<file path="config.mk">
export PLATFORM = sky130hd
export DESIGN_NAME = uart_tx_fifo_feeder
export DESIGN_NICKNAME = d
export VERILOG_FILES = /design/src/rtl/uart_tx_fifo_feeder.sv
export SDC_FILE = /design/constraint.sdc
export NUM_CORES = 1
export LEC_CHECK = 0
export ABC_CLOCK_PERIOD_IN_PS = 2700
export CORE_MARGIN = 2
export CORE_UTILIZATION = 40
export DETAILED_ROUTE_END_ITERATION = 6
export DONT_BUFFER_PORTS = 1
export GPL_TIMING_DRIVEN = 0
export REMOVE_ABC_BUFFERS = 1
export SLEW_MARGIN = 15
export SYNTH_ARGS = -nofsm -noshare
export SYNTH_HDL_FRONTEND = slang
export SYNTH_SLANG_ARGS = --single-unit
</file>
<file path="constraint.sdc">
create_clock -name i_clk -period 2.7 [get_ports i_clk]
set_input_delay 0.54 -clock i_clk [delete_from_list [all_inputs] [get_ports i_clk]]
set_output_delay 0.54 -clock i_clk [all_outputs]
set_load 0.01 [all_outputs]
</file>
<file path="src/rtl/uart_tx_fifo_feeder.sv">
// Circular byte FIFO that feeds a UART transmitter one byte at a time: one-cycle
// start pulse with the byte held stable, then wait for the transmitter's done tick.
module uart_tx_fifo_feeder #(
    parameter int NB_DATA   = 8,
    parameter int ADDR_BITS = 4
) (
    input  logic                 i_clk,
    input  logic                 i_reset,
    input  logic                 i_wr,
    input  logic [NB_DATA-1:0]   i_wr_data,
    output logic                 o_full,
    output logic                 o_empty,
    output logic [ADDR_BITS:0]   o_count,
    output logic                 o_overflow,
    output logic                 o_tx_start,
    output logic [NB_DATA-1:0]   o_tx_data,
    input  logic                 i_tx_done_tick,
    output logic                 o_busy
);

    localparam int DEPTH = 2 ** ADDR_BITS;

    typedef enum logic [1:0] {
        IDLE      = 2'b00,
        WAIT_DONE = 2'b01
    } state_t;

    state_t                 r_state;
    state_t                 w_state_next;
    logic [NB_DATA-1:0]     r_mem [DEPTH];
    logic [ADDR_BITS-1:0]   r_wr_ptr;
    logic [ADDR_BITS-1:0]   r_rd_ptr;
    logic [ADDR_BITS:0]     r_count;
    logic                   r_tx_start;
    logic [NB_DATA-1:0]     r_tx_data;
    logic                   r_overflow;

    logic w_full;
    logic w_empty;
    logic w_wr_accept;
    logic w_pop;

    // Full/empty come from the pre-edge count, so a write while full is dropped
    // even if a pop frees a slot on the same edge.
    assign w_full      = (r_count == (ADDR_BITS+1)'(DEPTH));
    assign w_empty     = (r_count == '0);
    assign w_wr_accept = i_wr && !w_full;
    assign w_pop       = (r_state == IDLE) && !w_empty;

    always_comb begin
        w_state_next = r_state;
        case (r_state)
            IDLE:      if (w_pop) w_state_next = WAIT_DONE;
            WAIT_DONE: if (i_tx_done_tick) w_state_next = IDLE;
            default:   w_state_next = IDLE;
        endcase
    end

    always_ff @(posedge i_clk or posedge i_reset) begin
        if (i_reset) begin
            r_state <= IDLE;
        end else begin
            r_state <= w_state_next;
        end
    end

    // Storage carries no reset; stale entries are unreachable once the pointers clear.
    always_ff @(posedge i_clk) begin
        if (w_wr_accept) begin
            r_mem[r_wr_ptr] <= i_wr_data;
        end
    end

    always_ff @(posedge i_clk or posedge i_reset) begin
        if (i_reset) begin
            r_wr_ptr <= '0;
            r_rd_ptr <= '0;
            r_count  <= '0;
        end else begin
            if (w_wr_accept) r_wr_ptr <= r_wr_ptr + ADDR_BITS'(1);
            if (w_pop)       r_rd_ptr <= r_rd_ptr + ADDR_BITS'(1);
            case ({w_wr_accept, w_pop})
                2'b10:   r_count <= r_count + (ADDR_BITS+1)'(1);
                2'b01:   r_count <= r_count - (ADDR_BITS+1)'(1);
                default: r_count <= r_count;
            endcase
        end
    end

    // A pop always moves the FSM into WAIT_DONE, so start follows pop for exactly one cycle.
    always_ff @(posedge i_clk or posedge i_reset) begin
        if (i_reset) begin
            r_tx_start <= 1'b0;
            r_tx_data  <= '0;
            r_overflow <= 1'b0;
        end else begin
            r_tx_start <= w_pop;
            r_overflow <= i_wr && w_full;
            if (w_pop) r_tx_data <= r_mem[r_rd_ptr];
        end
    end

    assign o_full     = w_full;
    assign o_empty    = w_empty;
    assign o_count    = r_count;
    assign o_overflow = r_overflow;
    assign o_tx_start = r_tx_start;
    assign o_tx_data  = r_tx_data;
    assign o_busy     = (r_state != IDLE);

endmodule

</file>
# Word-level counts from Yosys, hierarchy flattened
# Memories as Yosys holds them, arrays and structs flattened. A register that Yosys moved wholly into a read port is not among the register bits.
# Cells that the tools add are included.
[word_totals]
inputBits = 12
ff_bits = 17
wordCells = 33
mem_count = 1
latchBits = 0
romBits = 0
ram_bits = 128
[classes]
div = 0
n_mux = 6
n_reduce_logical = 10
n_mul = 0
bitwise = 0
shifts = 0
n_addsub = 4
order_cmp = 0
eq_ne = 6
[memory_table]
columns = ["memory", "words", "word_bits", "rd", "rd_ports_with_merged_regs", "write_ports", "line", "text"]
rows = [
  ["r_mem", 16, 8, 1, 1, 1, "30", "logic [NB_DATA-1:0] r_mem [DEPTH];"],
]
[op_table]
columns = ["operator", "n"]
rows = [
  ["$pmux W5 S2", 1],
  ["$add A4 B1 Y4 const B", 2],
  ["$add A5 B1 Y5 const B", 1],
  ["$eq A5 B5 Y1 const B", 1],
  ["$logic_not A5 Y1", 1],
  ["$sub A5 B1 Y5 const B", 1],
  ["$eq A2 B1 Y1 const B", 2],
  ["$mux W2", 2],
  ["$ne A2 B2 Y1 const B", 2],
  ["$pmux W2 S2", 1],
  ["$reduce_bool A2 Y1", 2],
  ["$logic_and A1 B1 Y1", 3],
  ["$eq A2 B2 Y1 const B", 1],
  ["$logic_not A1 Y1", 2],
  ["$logic_not A2 Y1", 1],
  ["$mux W1", 2],
  ["$reduce_and A2 Y1", 1],
]

# Longest topological paths before layout
# Gate-level depths: netlist (run 1).
[depth]
ltp_word = 5
depth_mapped = 13

# Least setup slack after synthesis (run 1)
# No wires, ideal clock.
[synth_path]
kind = "flip-flop to flip-flop"
from = "register r_count[1] (netlist: o_count[1])"
to = "register r_count[4] (netlist: o_count[4])"
arrival_ns = 2.723
period_less_slack_ns = 2.852
path_stages_with_launch = 14
slack_ns = -0.152
setup_time_ns = 0.130
n_path_buf = 1
path_cell_list = "dfrtp_1 -> nor4_2 -> nand2_1 -> and2_1 -> buf_2 -> inv_1 -> ha_1 -> inv_1 -> fa_1 -> nor2b_1 -> o21ai_0 -> nand3_1 -> or3b_2 -> xnor2_1"
[synth_between]
elab_chain_len = 5
elab_cells_between_ends = 12
[synth_rtl]
columns = ["item", "line", "text"]
rows = [
  ["start: declaration", "33", "logic [ADDR_BITS:0] r_count;"],
  ["start signal: assignment", "83", "2'b10: r_count <= r_count + (ADDR_BITS+1)'(1);"],
  ["start signal: assignment", "84", "2'b01: r_count <= r_count - (ADDR_BITS+1)'(1);"],
  ["start signal: assignment", "85", "default: r_count <= r_count;"],
  ["$eq A5 B5 Y1 or $logic_not A5 Y1 (tied branches)", "45, 46", ""],
  ["$logic_not A1 Y1 (on tied branches)", "47, 48", ""],
  ["$logic_and A1 B1 Y1 (on tied branches)", "47, 48", ""],
  ["$eq A2 B1 Y1 or $eq A2 B2 Y1 (tied branches)", "82", "case ({w_wr_accept, w_pop})"],
  ["$pmux W5 S2 or $reduce_bool A2 Y1 (tied branches)", "-", ""],
]
# Parallel ways exist; a longest one is shown, timed or not.
# A chain may end at the register's enable or synchronous reset.

# Worst setup path after layout (run 1)
[layout_path]
from = "register r_count[1] (netlist: o_count[1])"
to = "register r_count[4] (netlist: o_count[4])"
[layout_between]
elab_chain_len = 5
elab_cells_between_ends = 12
[layout_rtl]
columns = ["item", "line", "text"]
rows = [
  ["$logic_not A5 Y1 *", "46", "assign w_empty = (r_count == '0);"],
  ["named net o_empty", "12", "output logic o_empty,"],
  ["$logic_not A1 Y1 *", "48", "assign w_pop = (r_state == IDLE) && !w_empty;"],
  ["$logic_and A1 B1 Y1 *", "48", ""],
  ["named net w_pop", "41", "logic w_pop;"],
  ["$eq A2 B1 Y1 or $eq A2 B2 Y1 (tied branches)", "82", ""],
  ["$pmux W5 S2 or $reduce_bool A2 Y1 (tied branches)", "-", ""],
]
# The timed path passes the listed nets; every way through them passes the cells marked *.

==> out/results.ini, run 1 <==
[critical_path]
crit_buf_inv = 1
cp-end-kind = register
critPathTopFamily = simple AND/OR/NAND/NOR gates
required_ns = 2.99
critPathLaunchType = register
path_cells = nor4_4 > nor2b_4 > or2_4 > inv_6 > ha_4 > ha_4 > nor2b_4 > o21ai_2 > a21oi_1 > or3b_4 > xnor2_2
critical_path.max_stage_delay_ns = 0.46
worstPathArrival_ns = 2.98
critical-path-slowest-cell = dfrtp_2
crit_type = register to register
worstPathMaxFanout = 4

[global_routing]
grt_busiest_layer = met2
use_met1_pct = 20.8
gr-usage-met3_pct = 3.46
grtUsageMet2_pct = 24.6
antenna_found_initial = 0
grtUsageTotal_pct = 15.3
grt_pass1_vias = 2906
grt_max_degree = 25
gr-total-overflow = 0
grt_pass1_wl_mm = 18.0

[sta]
fin_tns_setup_ns = 0
finalHoldViolCount = 0
finalCritPeriodShare_pct = 99.6
drv_slew = 0
clock.fmax_mhz = 372
setup_viol = 0
rsz0062_at_grt = true
fin_crit_ns = 2.69
worst_pin_slew_ns = 1.06
fin_worst_skew_ns = 0.00804
max_slew_margin_pct = 29.0

[clock_network]
postCtsHoldBufs = 0
ctsRootBufferMaster = clkbuf_16
cts_tree = built
clk_latency_ns = 0.42
numCtsBuffers = 17
cts.sinks = 152
clkTransAtPathRegs_ns = 0.06
htreeDepth = 4
clockBufferDepth = 2

[routing]
drt.antenna.violating_nets = 0
routed_wirelength_mm = 11.7
drc = 0
wire_per_inst_um = 21.8
vias = 2895
vias_per_cell = 5.39
drt-initial-drc-count = 328
drt_pre_antenna_iters = 4

[floorplan]
core_area_um2 = 15100
die-area_um2 = 16400
pin_count = 30
die_h_um = 128
die_w_um = 128
start_util_pct = 40.7
rows = 45

[synth]
yosys_warnings = 0
synth-edff-count = 128
ys_seq_elements = 152
seq_area_frac_synth_pct = 72.1
synth_area_per_cell_um2 = 19.6
async_reset_ff_share_pct = 15.8
yosys.cell_types.count = 39
synth-main-ff-cell = edfxtp_1
syn_area_um2 = 6160
synthCells = 315

[job]
cap_violations = 0

[power]
peakVddDrop_uv = 431
power.leakage_nw = 2.45
total_power_mw = 7.71
cellPowerDensity_nw_per_um2 = 1080

[layout]
diodes = 0
final_area_um2 = 7110
multiInputGateArea_um2 = 1630
regArea_um2 = 4450
layout.nets = 358
fin_util_pct = 47.0
nFillCells = 1227
layout-drive-gt1-share_pct = 30.4
stdcell_count = 537
syn2layout_area_growth_pct = 15.4

[placement]
dp.cells = 494
place_congestion = 0.746
placed_area_um2 = 6360
dp_hpwl_mm = 7.38
io_buffers = 0

[run_status]
outcome = finished clean

[min_path]
worstHoldPathType = input pin to register

worst reg2reg max path: cells and delay by family, from the launching register on:
family,cells,cell delay (ns)
XOR/XNOR,1,0.14
adder cells (fa/ha/maj),2,0.41
flip-flops,1,0.46
buffers and inverters,1,0.04
AND/OR/NAND/NOR,5,1.31
AO/OA/AOI/OAI,2,0.21
synthesized netlist by cell type, types with 2 or more instances:
cell type,n,area (µm²)
a21oi_1,2,10.0
buf_1,2,7.51
buf_2,4,20.0
buf_8,3,45.0
clkbuf_1,2,7.51
clkbuf_8,3,41.3
dfrtp_1,24,601
edfxtp_1,128,3840
ha_1,9,113
inv_1,9,33.8
mux2i_1,17,170
mux4_1,6,158
mux4_2,26,586
nand2_1,21,78.8
nand2b_1,2,12.5
nand4_1,2,12.5
nor2_1,13,48.8
nor3_1,4,20.0
o21ai_0,4,20.0
o221ai_1,7,61.3
xnor2_1,8,70.1
xor2_1,2,17.5
cell type report:
cell class | count | share of cell area [%]
flip-flops and latches | 152 | 62.6
well taps | 188 | 3.31
multi-input cells | 137 | 22.8
clock buffers | 17 | 5.98
inverters | 10 | 0.668
repair buffers | 18 | 2.43
clock inverters | 15 | 2.20
flip-flops by register name (all words and copies together) (netlist names):
register    flops
r_wr_ptr        4
o_tx_start      1
o_overflow      1
r_rd_ptr        4
r_mem         128
o_count         5
r_state         1
o_tx_data       8
final timing paths:
check | startpoint | endpoint | slack, ns | depth (start not counted)
worst max-delay path | o_count[1]$_DFFE_PP0P_ | o_count[4]$_DFFE_PP0P_ | 0.01 | 11
min in group asynchronous | i_reset | o_count[4]$_DFFE_PP0P_ | 0.26 | 1
max in group asynchronous | i_reset | r_rd_ptr[1]$_DFFE_PP0P_ | 1.75 | 1
worst min register to register | o_tx_data[2]$_DFFE_PP0P_ | o_tx_data[2]$_DFFE_PP0P_ | 0.58 | 2
worst min-delay path | i_tx_done_tick | r_state[0]$_DFFE_PP0P_ | 0.21 | 1
worst max register to register | o_count[1]$_DFFE_PP0P_ | o_count[4]$_DFFE_PP0P_ | 0.01 | 11
timing repair:
item                       4_1_cts  5_1_grt
buffers inserted                 4        7
setup endpoints to repair        2        1
pin swaps                        8        8
resized for setup               21        2
per-layer routing:
layer  up-vias  part of all wire (%)
li1       1292                     -
met1      1525                    43
met2        71                    52
met3         7                   4.2
met4         0                  0.81
met5         -                     0
metrics by stage:
stage	hold slack [ns]	worst slack (ns)
5_1_grt	0.194	-0.105
4_1_cts	0.198	-0.0381
3_3_place_gp	0.562	-0.532
3_5_place_dp	0.577	-0.590
6_report	0.213	0.0109
2_1_floorplan	0.522	-0.210
power breakdown:
part	switching, mW	internal (mW)	leakage, nW	total (mW)
Sequential	0.437	2.93	1.44	3.37
Clock	1.01	1.31	0.288	2.31
Combinational	0.969	1.06	0.723	2.03
Total	2.41	5.30	2.45	7.71
cells in the final DEF, fill, tap and decap left out, types with 7 or more instances in the layout:
cell       netlist  routed
o221ai_1         7       7
buf_4            1      15
mux4_2          26      26
xnor2_1          8       7
dfrtp_1         24      18
nor2_1          13      13
mux2i_1         17      17
nand2_1         21      21
clkbuf_16        0      17
inv_1            9       7
edfxtp_1       128     128
kinds of logic after synthesis:
family,share of synthesized area [%]
flip-flops,72.1
multiplexers,14.8
AO/OA/AOI/OAI,2.29
buffers and inverters,3.02
AND/OR/NAND/NOR,4.18
XOR/XNOR,1.42
adder cells (fa/ha/maj),2.15
Power figures use the tool's default switching activity.
==> run 2, diff against run 1 <==
- CTS_BUF_LIST: not set -> sky130_fd_sc_hd__clkbuf_16
- GPL_ROUTABILITY_DRIVEN: not set -> 0
==> results of run 2 <==
Same layout as run 1: the final DEF is identical, and so are final timing and power.
==> run 3, diff against run 2 <==
- CORE_UTILIZATION: 40 -> 35
- DONT_BUFFER_PORTS: 1 -> not set
==> out/results.ini, run 3 (synthesis results as in run 1) <==
[clock_network]
numCtsBuffers = 17  ; unchanged
cts_tree = built  ; unchanged
htreeDepth = 4  ; unchanged
clockBufferDepth = 2  ; unchanged
cts.sinks = 152  ; unchanged
clk_latency_ns = 0.42  ; about the same
ctsRootBufferMaster = clkbuf_16  ; unchanged
postCtsHoldBufs = 0  ; unchanged
clkTransAtPathRegs_ns = 0.07  ; was 0.06 ns

[floorplan]
start_util_pct = 35.8  ; was 40.7%
rows = 48  ; was 45
core_area_um2 = 17200  ; was 15100 µm²
die_h_um = 137  ; was 128 µm
pin_count = 30  ; unchanged
die-area_um2 = 18700  ; was 16400 µm²
die_w_um = 137  ; was 128 µm

[sta]
fin_worst_skew_ns = 0.0108  ; was 0.00804 ns
setup_viol = 0  ; unchanged
hold_slack_ns = 0.511  ; was 0.213 ns
fin_crit_ns = 2.61  ; was 2.69 ns
drv_slew = 0  ; unchanged
worst_pin_slew_ns = 1.01  ; was 1.06 ns
finalHoldViolCount = 0  ; unchanged
clock.fmax_mhz = 384  ; was 372 MHz
max_slew_margin_pct = 32.2  ; was 29.0%
finalCritPeriodShare_pct = 96.5  ; was 99.6%

[layout]
diodes = 0  ; unchanged
final_area_um2 = 7390  ; was 7110 µm²
syn2layout_area_growth_pct = 19.9  ; was 15.4%
final_cell_mix = 128 x edfxtp_1, 27 x clkdlybuf4s50_1, 26 x mux4_2  ; was 128 x edfxtp_1, 26 x mux4_2, 21 x nand2_1
stdcell_count = 601  ; was 537
largest_register_ffs = 128  ; unchanged
layout_commonest_cell = edfxtp_1  ; unchanged
layout-drive-gt1-share_pct = 26.3  ; was 30.4%
layout.nets = 385  ; was 358
top_register = r_mem  ; unchanged
nFillCells = 1498  ; was 1227

[critical_path]
cp-end-kind = register  ; unchanged
crit_type = register to register  ; unchanged
worstPathMaxFanout = 4  ; unchanged
critical-path-slowest-cell = dfrtp_2  ; unchanged
critical_path.max_stage_delay_ns = 0.44  ; was 0.46 ns
critPathLaunchType = register  ; unchanged
worstPathArrival_ns = 2.90  ; was 2.98 ns
required_ns = 2.99  ; about the same
path_cells = nor4_4 > nand2_1 > and2_4 > inv_4 > ha_4 > inv_2 > fa_2 > nor2b_2 > o21ai_2 > nand3_1 > or3b_4 > xnor2_1  ; was nor4_4 > nor2b_4 > or2_4 > inv_6 > ha_4 > ha_4 > nor2b_4 > o21ai_2 > a21oi_1 > or3b_4 > xnor2_2

[min_path]
worstHoldPathType = register to register  ; was input pin to register

[placement]
dp_hpwl_mm = 7.46  ; was 7.38 mm
dp.cells = 558  ; was 494
io_buffers = 29  ; was 0
placed_area_um2 = 6690  ; was 6360 µm²

[routing]
vias_per_cell = 4.99  ; was 5.39
drc = 0  ; unchanged
routed_wirelength_mm = 11.7  ; about the same
vias = 2999  ; was 2895
wire_per_inst_um = 19.5  ; was 21.8 µm
drt-initial-drc-count = 197  ; was 328
drt_pre_antenna_iters = 5  ; was 4
drt.antenna.violating_nets = 0  ; unchanged

[power]
peakVddDrop_uv = 535  ; was 431 µV
total_power_mw = 7.82  ; was 7.71 mW
power.leakage_nw = 2.57  ; was 2.45 nW
cellPowerDensity_nw_per_um2 = 1060  ; was 1080 nW/µm²

[global_routing]
grt_pass1_wl_mm = 18.0  ; about the same
antenna_found_initial = 0  ; unchanged
grt_max_degree = 27  ; was 25
gr-total-overflow = 0  ; unchanged
grtUsageTotal_pct = 13.6  ; was 15.3%
grt_pass1_vias = 3187  ; was 2906

[run_status]
outcome = finished clean  ; unchanged

[job]
cap_violations = 0  ; unchanged

-- run 3: cell count changes in the layout (fill, tap and decap cells not counted), moves of 2 or more --
cell,delta
clkdlybuf4s50_1,+27
inv_8,-4
buf_4,-2
clkinv_1,+2
dlymetal6s2s_1,+2
inv_6,-2
-- run 3: through the flow --
step                setup slack [ns]  utilization (%)  setup TNS, ns
floorplan                     -0.210                -         -0.210
global placement              -0.489             38.2         -14.90
detailed placement            -0.525             38.8          -4.13
CTS                           0.0112             42.7              0
global route                -0.00208             42.9       -0.00208
finish                        0.0948             42.9              0
-- run 3: final timing paths --
check	startpoint	endpoint	slack [ns]	cells after the start
hold / removal	o_tx_data[3]$_DFFE_PP0P_	o_tx_data[3]$_DFFE_PP0P_	0.51	2
max in group asynchronous	i_reset	o_count[1]$_DFFE_PP0P_	1.36	2
min in group asynchronous	i_reset	o_tx_start$_DFF_PP0_	0.66	2
hold reg to reg	o_tx_data[3]$_DFFE_PP0P_	o_tx_data[3]$_DFFE_PP0P_	0.51	2
setup / recovery	o_count[1]$_DFFE_PP0P_	o_count[4]$_DFFE_PP0P_	0.09	12
setup reg to reg	o_count[1]$_DFFE_PP0P_	o_count[4]$_DFFE_PP0P_	0.09	12
-- run 3: layout make-up --
class                      instances  area (µm²)  area share (%)
timing repair buffer              45         460            6.23
clock inverter                    15         128            1.73
inverter                          10        42.5           0.576
tap                              225         282            3.81
multi-input combinational        137        1600            21.7
clock buffer                      17         425            5.76
sequential                       152        4450            60.2
-- run 3: layer usage --
layer  share of wire, %  wire [µm]  global-route usage, %
met5                  0          0                      0
met4                1.6        182                   5.38
met3                4.2        493                   3.74
met2                 49       5740                   22.0
met1                 45       5290                   17.6
-- run 3: report_power, final --
group          switching (mW)  internal [mW]  total [mW]
Clock                   0.938           1.27        2.21
Sequential              0.368           2.93        3.30
Combinational            1.07           1.24        2.31
-- run 3: worst max-delay path: cells and delay by family (launching register included) --
family	cells	cell delay [ns]
flops	1	0.44
buf+inv	2	0.11
xor+xnor	1	0.13
compound gates	1	0.07
simple gates	6	1.23
fa+ha+maj	2	0.50
-- run 3: timing repair --
action | in CTS | in global routing
gates cloned | 0 | 0
endpoints found under the setup margin | 1 | 2
resized for setup | 13 | 7
pin swaps | 6 | 5
hold endpoints to repair | 0 | 0
setup buffers | 10 | 1
